**config.mk**
```make
export PLATFORM = sky130hd
export DESIGN_NAME = wr_ptr_sync_level
export DESIGN_NICKNAME = d
export VERILOG_FILES = /design/src/rtl/wr_ptr_sync_level.sv
export SDC_FILE = /design/constraint.sdc
export NUM_CORES = 1
export LEC_CHECK = 0
export ABC_CLOCK_PERIOD_IN_PS = 12100
export CORE_UTILIZATION = 48
export DETAILED_ROUTE_END_ITERATION = 7
export PLACE_DENSITY = 0.94
export REMOVE_ABC_BUFFERS = 1
export SETUP_SLACK_MARGIN = 0.3
export SYNTH_ARGS = -nofsm -noshare
export SYNTH_HDL_FRONTEND = slang
export SYNTH_SLANG_ARGS = --single-unit
export TNS_END_PERCENT = 50
```
**constraint.sdc**
```tcl
create_clock -name w_clk_i -period 12.1 [get_ports w_clk_i]
set_input_delay 1.21 -clock w_clk_i [delete_from_list [all_inputs] [get_ports w_clk_i]]
set_output_delay 1.21 -clock w_clk_i [all_outputs]
set_load 0.02 [all_outputs]
```
**src/rtl/wr_ptr_sync_level.sv**
```systemverilog
// Write-domain read-pointer synchronizer with fill level, almost-full and sticky overflow.
// Optional saturating overflow event counter on w_ovf_cnt_o when WR_OVF_CNT_EN is defined.
module wr_ptr_sync_level #(
    parameter int ADD_WIDTH   = 9,
    parameter int SYNC_STAGES = 2
) (
    input  logic                 w_clk_i,
    input  logic                 rst_n_i,
    input  logic [ADD_WIDTH:0]   r_g_addr_async_i,
    input  logic [ADD_WIDTH:0]   w_addr_bin_i,
    input  logic                 w_req_i,
    input  logic                 w_full_i,
    input  logic [ADD_WIDTH:0]   af_thresh_i,
    input  logic                 w_ovf_clr_i,
    output logic [ADD_WIDTH:0]   r_g_addr_sync_o,
    output logic [ADD_WIDTH:0]   w_level_o,
    output logic                 w_almost_full_o,
`ifdef WR_OVF_CNT_EN
    output logic [15:0]          w_ovf_cnt_o,
`endif
    output logic                 w_overflow_o
);

    logic [SYNC_STAGES-1:0][ADD_WIDTH:0] sync_q;
    logic [ADD_WIDTH:0]                  r_bin;
    logic [ADD_WIDTH:0]                  level_d, level_q;
    logic                                af_d, af_q;
    logic                                ovf_d, ovf_q;
    logic                                ovf_ev;

    // Only the Gray value crosses domains; the chain has no logic between stages.
    always_ff @(posedge w_clk_i or negedge rst_n_i) begin
        if (!rst_n_i) begin
            sync_q <= '0;
        end else begin
            sync_q[0] <= r_g_addr_async_i;
            for (int s = 1; s < SYNC_STAGES; s++) sync_q[s] <= sync_q[s-1];
        end
    end

    assign r_g_addr_sync_o = sync_q[SYNC_STAGES-1];

    // Binary bit i is the XOR of all Gray bits at or above i.
    for (genvar i = 0; i <= ADD_WIDTH; i++) begin : g_g2b
        assign r_bin[i] = ^r_g_addr_sync_o[ADD_WIDTH:i];
    end

    assign ovf_ev = w_req_i && w_full_i;

    always_comb begin
        level_d = w_addr_bin_i - r_bin;
        af_d    = (level_d >= af_thresh_i);
        ovf_d   = ovf_q;
        if (w_ovf_clr_i) ovf_d = 1'b0;
        if (ovf_ev)      ovf_d = 1'b1;
    end

    always_ff @(posedge w_clk_i or negedge rst_n_i) begin
        if (!rst_n_i) begin
            level_q <= '0;
            af_q    <= 1'b0;
            ovf_q   <= 1'b0;
        end else begin
            level_q <= level_d;
            af_q    <= af_d;
            ovf_q   <= ovf_d;
        end
    end

    assign w_level_o       = level_q;
    assign w_almost_full_o = af_q;
    assign w_overflow_o    = ovf_q;

`ifdef WR_OVF_CNT_EN
    logic [15:0] cnt_d, cnt_q;

    // A clear coinciding with an event counts that event.
    always_comb begin
        cnt_d = cnt_q;
        if (w_ovf_clr_i)
            cnt_d = ovf_ev ? 16'd1 : 16'd0;
        else if (ovf_ev && cnt_q != 16'hFFFF)
            cnt_d = cnt_q + 16'd1;
    end

    always_ff @(posedge w_clk_i or negedge rst_n_i) begin
        if (!rst_n_i) cnt_q <= '0;
        else          cnt_q <= cnt_d;
    end

    assign w_ovf_cnt_o = cnt_q;
`endif

endmodule

```
==> results_dict.tcl, run 1 <==
set metrics [dict create \
    finalHoldViolations 0 \
    place_hpwl_um 2446 \
    crit_fanout 4 \
    io_buffers 56 \
    cp.required_ps 12300 \
    cp.arrival_ps 4520 \
    via_count 1128 \
    grt_max_degree 33 \
    clkTransAtPathRegs_ps 100 \
    min_period_ps 4323 \
    status "completed" \
    root_buffer "clkbuf_4" \
    ant_nets 0 \
    gp_congestion 0.8352 \
    finalInstanceArea_um2 2246 \
    drc 0 \
    antenna_found_initial 0 \
    num_io_pins 57 \
    gr-usage-all-layers_pct 20.07 \
    firstDrtPassIters 4 \
    ir_drop_v 0.00008504 \
    wirelength_um 2968 \
    grt.overflow.total 0 \
    start_util_pct 52.20 \
    crit_type "reg2reg" \
    multi_input_area_um2 681.9 \
    nNetsFinal 250 \
    yosys_warnings 0 \
    hold_path_class "reg2reg" \
    syn_to_final_growth_pct 37.55 \
    ff_latch_area_um2 800.8 \
    die_h_um 60.33 \
    worstSetupEndpointType "flop" \
    final_cells 239 \
    fp.coreArea_um2 3128 \
    nFillCells 224 \
    antennaDiodeCount 0 \
    fin_tns_setup_ps 0 \
    post_drt_wl_per_cell_um 12.42 \
    htreeDepth 2 \
    fin_crit_sh_pct 35.73 \
    final_cell_mix "clkdlybuf4s50_1, dfrtp_1, inv_1" \
    p_leak_nw 1.058 \
    die_area_um2 3639 \
    post-cts-setup-buffers 0 \
    die_w_um 60.33 \
    power_density_nw_per_um2 179.2 \
    synth.yosys.seq_area_share_pct 49.04 \
    grt_pass1_vias 1230 \
    hold_buffers 0 \
    startpoint_type "flop" \
    clock_latency_ps 330 \
    maxCapViolations 0 \
    grt_pass1_wl_um 5168 \
    cts_buffers 5 \
    rsz0062_at_grt "false" \
    maxSlewViolCount 0 \
    mappedNetlistArea_um2 1633 \
    clock-skew-final_ps 10.36 \
    placementRows 20 \
    cts_tree "done" \
    clock-sinks 32 \
    cts_resized 0 \
    ys_types 25 \
    yosys_register_bits 32 \
    dp.cells 232 \
    drt_iter0_drc 12 \
    drive_above_1_share_pct 6.667 \
    synth_area_per_cell_um2 11.58 \
    fmax_ghz 0.2313 \
    vias_per_cell 4.720 \
    setup_viol 0 \
    syn-instance-count 141 \
    dpl_cell_area_um2 2181 \
    final_common_cell "clkdlybuf4s50_1" \
    cts_max_path_buffers 2 \
    relSlewSlack_pct 74.43 \
    tightest_slew_ps 383.6 \
]
[logic make-up after synthesis]
kind of cell | share of synthesized area [%]
xor+xnor | 12.64
flops | 49.04
compound gates | 8.276
simple gates | 5.059
fa+ha+maj | 15.79
buf+inv | 9.195
[through the flow]
step	utilization, %	total power [mW]	hold slack (ps)	setup WS, ps
final	71.80	0.4024	347.9	7777
after floorplan	-	0.2592	331.2	8167
after detailed placement	69.72	0.3386	334.7	7788
after CTS	71.80	0.4063	349.5	7755
after global routing	71.80	0.4363	354.9	7283
after global placement	69.72	0.3244	332.0	7999
[worst max-delay path: stages (launching register included)]
cell and delay, ps:
dfrtp_1 430, xnor2_2 250, xor2_2 220, xor2_2 270
xor2_4 250, xor2_2 120, xnor2_1 320, xnor2_1 120
ha_1 220, fa_1 410, o21ai_0 200, a21oi_1 120
o21ai_0 170, a21o_1 170, xor2_1 200, ha_1 260
nand2_1 60, a21oi_1 40, a211oi_1 210, o21ai_0 150
[final cells by class]
class / count / area share, %
sequential: 32 / 35.65
multi-input combinational: 79 / 30.36
timing repair buffer: 57 / 25.29
inverter: 20 / 3.343
clock buffer: 7 / 2.897
tap: 44 / 2.451
[routing by layer]
layer	global-route usage (%)	part of all wire, %	up-vias	wire [um]
met4	8.638	3.0	0	89
met5	0	0	-	0
met1	20.37	37	521	1096
met2	36.73	54	44	1609
li1	-	-	554	-
met3	7.143	5.8	9	173
[final timing paths]
path / start / end / slack (ps) / depth (start not counted)
min: sync_q[8] / r_g_addr_sync_o[8] / 350 / 0
min in group asynchronous: rst_n_i / w_level_o[0] / 1280 / 2
max: r_g_addr_sync_o[9] / w_almost_full_o / 7780 / 19
max in group asynchronous: rst_n_i / sync_q[9] / 10530 / 2
max reg2reg: r_g_addr_sync_o[9] / w_almost_full_o / 7780 / 19
min reg2reg: sync_q[8] / r_g_addr_sync_o[8] / 350 / 0
[registers in the layout (all words and copies together) (netlist names)]
signal / cells
w_almost_full_o: 1
r_g_addr_sync_o: 10
w_level_o: 10
w_overflow_o: 1
sync_q: 10
[power by group]
part	internal (mW)	switching [mW]	total (mW)
logic	0.0953	0.105	0.200
clock network	0.0329	0.0338	0.0667
registers	0.129	0.00713	0.136
[synth_stat cells]
cell	instances	area, um2
dfrtp_1	32	800.8
inv_1	20	75.07
ha_1	19	237.7
buf_4	10	75.07
a21oi_1	9	45.04
o21ai_0	8	40.04
nand2_1	7	26.28
xnor2_1	7	61.31
xor2_1	6	52.55
a21o_1	3	22.52
xor2_2	3	48.80
a31oi_1	2	12.51
nand3_1	2	10.01
nor2_1	2	7.510
a211oi_1	1	7.510
a21boi_0	1	7.510
and3_1	1	6.260
fa_1	1	20.02
nand2b_1	1	6.260
nor2b_1	1	6.260
nor3_1	1	5.000
nor4b_1	1	8.760
or3_1	1	6.260
xnor2_2	1	16.27
xor2_4	1	27.53
Power figures use the tool's default switching activity.
==> run 2: changes to the inputs <==
--- a/config.mk
+++ b/config.mk
@@ -5,10 +5,10 @@
 export SDC_FILE = /design/constraint.sdc
 export NUM_CORES = 1
 export LEC_CHECK = 0
-export ABC_CLOCK_PERIOD_IN_PS = 12100
-export CORE_UTILIZATION = 48
+export ABC_CLOCK_PERIOD_IN_PS = 4200
+export CORE_UTILIZATION = 45
 export DETAILED_ROUTE_END_ITERATION = 7
-export PLACE_DENSITY = 0.94
+export PLACE_DENSITY = 0.9
 export REMOVE_ABC_BUFFERS = 1
 export SETUP_SLACK_MARGIN = 0.3
 export SYNTH_ARGS = -nofsm -noshare
==> constraint.sdc (replaced) <==
create_clock -name w_clk_i -period 4.2 [get_ports w_clk_i]
set_input_delay 0.42 -clock w_clk_i [delete_from_list [all_inputs] [get_ports w_clk_i]]
set_output_delay 0.42 -clock w_clk_i [all_outputs]
set_load 0.02 [all_outputs]
==> results_dict.tcl, run 2 (synthesis results as in run 1) <==
set metrics [dict create \
    fp.coreArea_um2 3416 \
    cpMostUsedCell "xor2_2" \
    p_leak_nw 1.166 \
    drive_above_1_share_pct 22.64 \
    final_cells 258 \
    relSlewSlack_pct 75.13 \
    crit_fanout 3 \
    place_hpwl_um 2197 \
    critPathBufInv 0 \
    min_period_ps 3865 \
    grt_max_degree 33 \
    cts_buffers 5 \
    drt_iter0_drc 27 \
    cp_slowest_stage_delay_ps 420 \
    ant_nets 0 \
    clock-skew-final_ps 12.21 \
    status "completed" \
    placementRows 21 \
    dp.cells 235 \
    grt_pass1_vias 1224 \
    nFillCells 247 \
    fin_crit_sh_pct 92.03 \
    dpl_cell_area_um2 2191 \
    startpoint_type "flop" \
    slowest_stage "dfrtp_1" \
    drc 0 \
    met1_length_um 1204 \
    grt_pass1_wl_um 5230 \
    nNetsFinal 266 \
    tightest_slew_ps 373.0 \
    maxUsedRoutingLayer "met4" \
    reg2reg_depth 19 \
    die_area_um2 3873 \
    finalHoldViolations 0 \
    hold_path_class "reg2reg" \
    hold_depth 0 \
    htreeDepth 2 \
    gp_congestion 0.7707 \
    final_cell_mix "clkdlybuf4s50_1, dfrtp_1, inv_1" \
    final_core_utilization_pct 72.97 \
    cp.arrival_ps 4100 \
    wirelength_um 3295 \
    die_h_um 62.24 \
    start_util_pct 47.80 \
    fin_tns_setup_ps 0 \
    ir_drop_v 0.0002630 \
    route.met2.wl_um 1710 \
    antenna_found_initial 0 \
    antennaDiodeCount 0 \
    cp.required_ps 4430 \
    power_density_nw_per_um2 560.7 \
    finalInstanceArea_um2 2492 \
    hold_buffers 0 \
    crit_type "reg2reg" \
    maxCapViolations 0 \
    die_w_um 62.24 \
    multi_input_area_um2 775.7 \
    syn_to_final_growth_pct 52.64 \
    vias_per_cell 4.717 \
    cp.depth 19 \
    io_buffers 56 \
    worstSetupEndpointType "flop" \
    clock_latency_ps 340 \
    maxSlewViolCount 0 \
    clock-sinks 32 \
    grt.overflow.total 0 \
    fmax_ghz 0.2587 \
    cts_max_path_buffers 2 \
    wl_met3_um 300 \
    num_io_pins 57 \
    cts_tree "done" \
    rsz0062_at_grt "true" \
    gr-usage-all-layers_pct 17.95 \
    via_count 1217 \
    firstDrtPassIters 4 \
    clkTransAtPathRegs_ps 100 \
    post_drt_wl_per_cell_um 12.77 \
    final_common_cell "clkdlybuf4s50_1" \
    setup_viol 0 \
    cp_cell_sequence "xnor2_2, xor2_2, xor2_2, xor2_4, xor2_2, xnor2_2, xnor2_1, ha_2, fa_2, o21ai_2, a21oi_1, o21ai_1, a21o_1, xor2_2, ha_1, nand2_1, a21oi_2, a211oi_2, o21ai_1" \
    root_buffer "clkbuf_4" \
    crit_family "XOR/XNOR gates" \
    ff_latch_area_um2 800.8 \
]
[run 2: cell count changes in the layout (fill, tap and decap cells not counted), moves of 3 or more]
cell	delta
o21ai_1	+3
buf_4	+16
o21ai_0	-6
o21ai_2	+3
[run 2: per-layer routing]
metal,vias to the layer above,GRT usage [%]
met5,-,0
met4,0,7.558
met3,7,9.007
met2,53,29.81
met1,575,19.28
li1,582,-
[run 2: worst paths after layout]
kind	start	to	slack, ps
setup / recovery	r_g_addr_sync_o[9]	w_almost_full_o	330
hold / removal	sync_q[9]	r_g_addr_sync_o[9]	340
setup reg to reg	r_g_addr_sync_o[9]	w_almost_full_o	330
hold reg to reg	sync_q[9]	r_g_addr_sync_o[9]	340
max in group asynchronous	rst_n_i	r_g_addr_sync_o[8]	3470
min in group asynchronous	rst_n_i	sync_q[6]	460
[run 2: per-stage QoR]
step | total power, mW | worst slack (ps) | hold WS [ps]
floorplan | 0.7467 | 267.3 | 124.4
global placement | 0.9403 | 138.7 | 331.8
detailed placement | 0.9587 | 29.93 | 334.7
CTS | 1.313 | 309.1 | 344.8
global route | 1.491 | 95.33 | 364.5
finish | 1.397 | 334.8 | 342.1
[run 2: report_power, final]
group	leakage, nW	internal [mW]	switching (mW)
registers	0.373	0.370	0.0185
logic	0.741	0.383	0.366
clock network	0.0515	0.158	0.102
total	1.17	0.911	0.486
[run 2: worst reg2reg max path: cells and delay by family (launching register included)]
kind,cells,cell delay (ps)
xor+xnor,8,1600
fa+ha+maj,3,830
compound gates,7,830
flops,1,420
simple gates,1,80
[run 2: area by class of cell]
cell class                 count  area share [%]
multi-input combinational     79           31.12
inverter                      20           3.012
tap                           46           2.309
sequential                    32           32.13
timing repair buffer          73           27.61
clock inverter                 1           1.205
clock buffer                   7           2.610
[run 2: repair_timing]
action	4_1_cts	5_1_grt
gates resized for setup	12	14
endpoints found under the setup margin	1	1
gates cloned	0	0
pin swaps	23	15
setup buffers	12	3
==> run 3: changes to the inputs <==
--- a/config.mk
+++ b/config.mk
@@ -6,6 +6,7 @@
 export NUM_CORES = 1
 export LEC_CHECK = 0
 export ABC_CLOCK_PERIOD_IN_PS = 4200
+export CAP_MARGIN = 20
 export CORE_UTILIZATION = 45
 export DETAILED_ROUTE_END_ITERATION = 7
 export PLACE_DENSITY = 0.9
==> results of run 3 <==
Same layout as run 2: the final DEF is identical, and so are final timing and power.
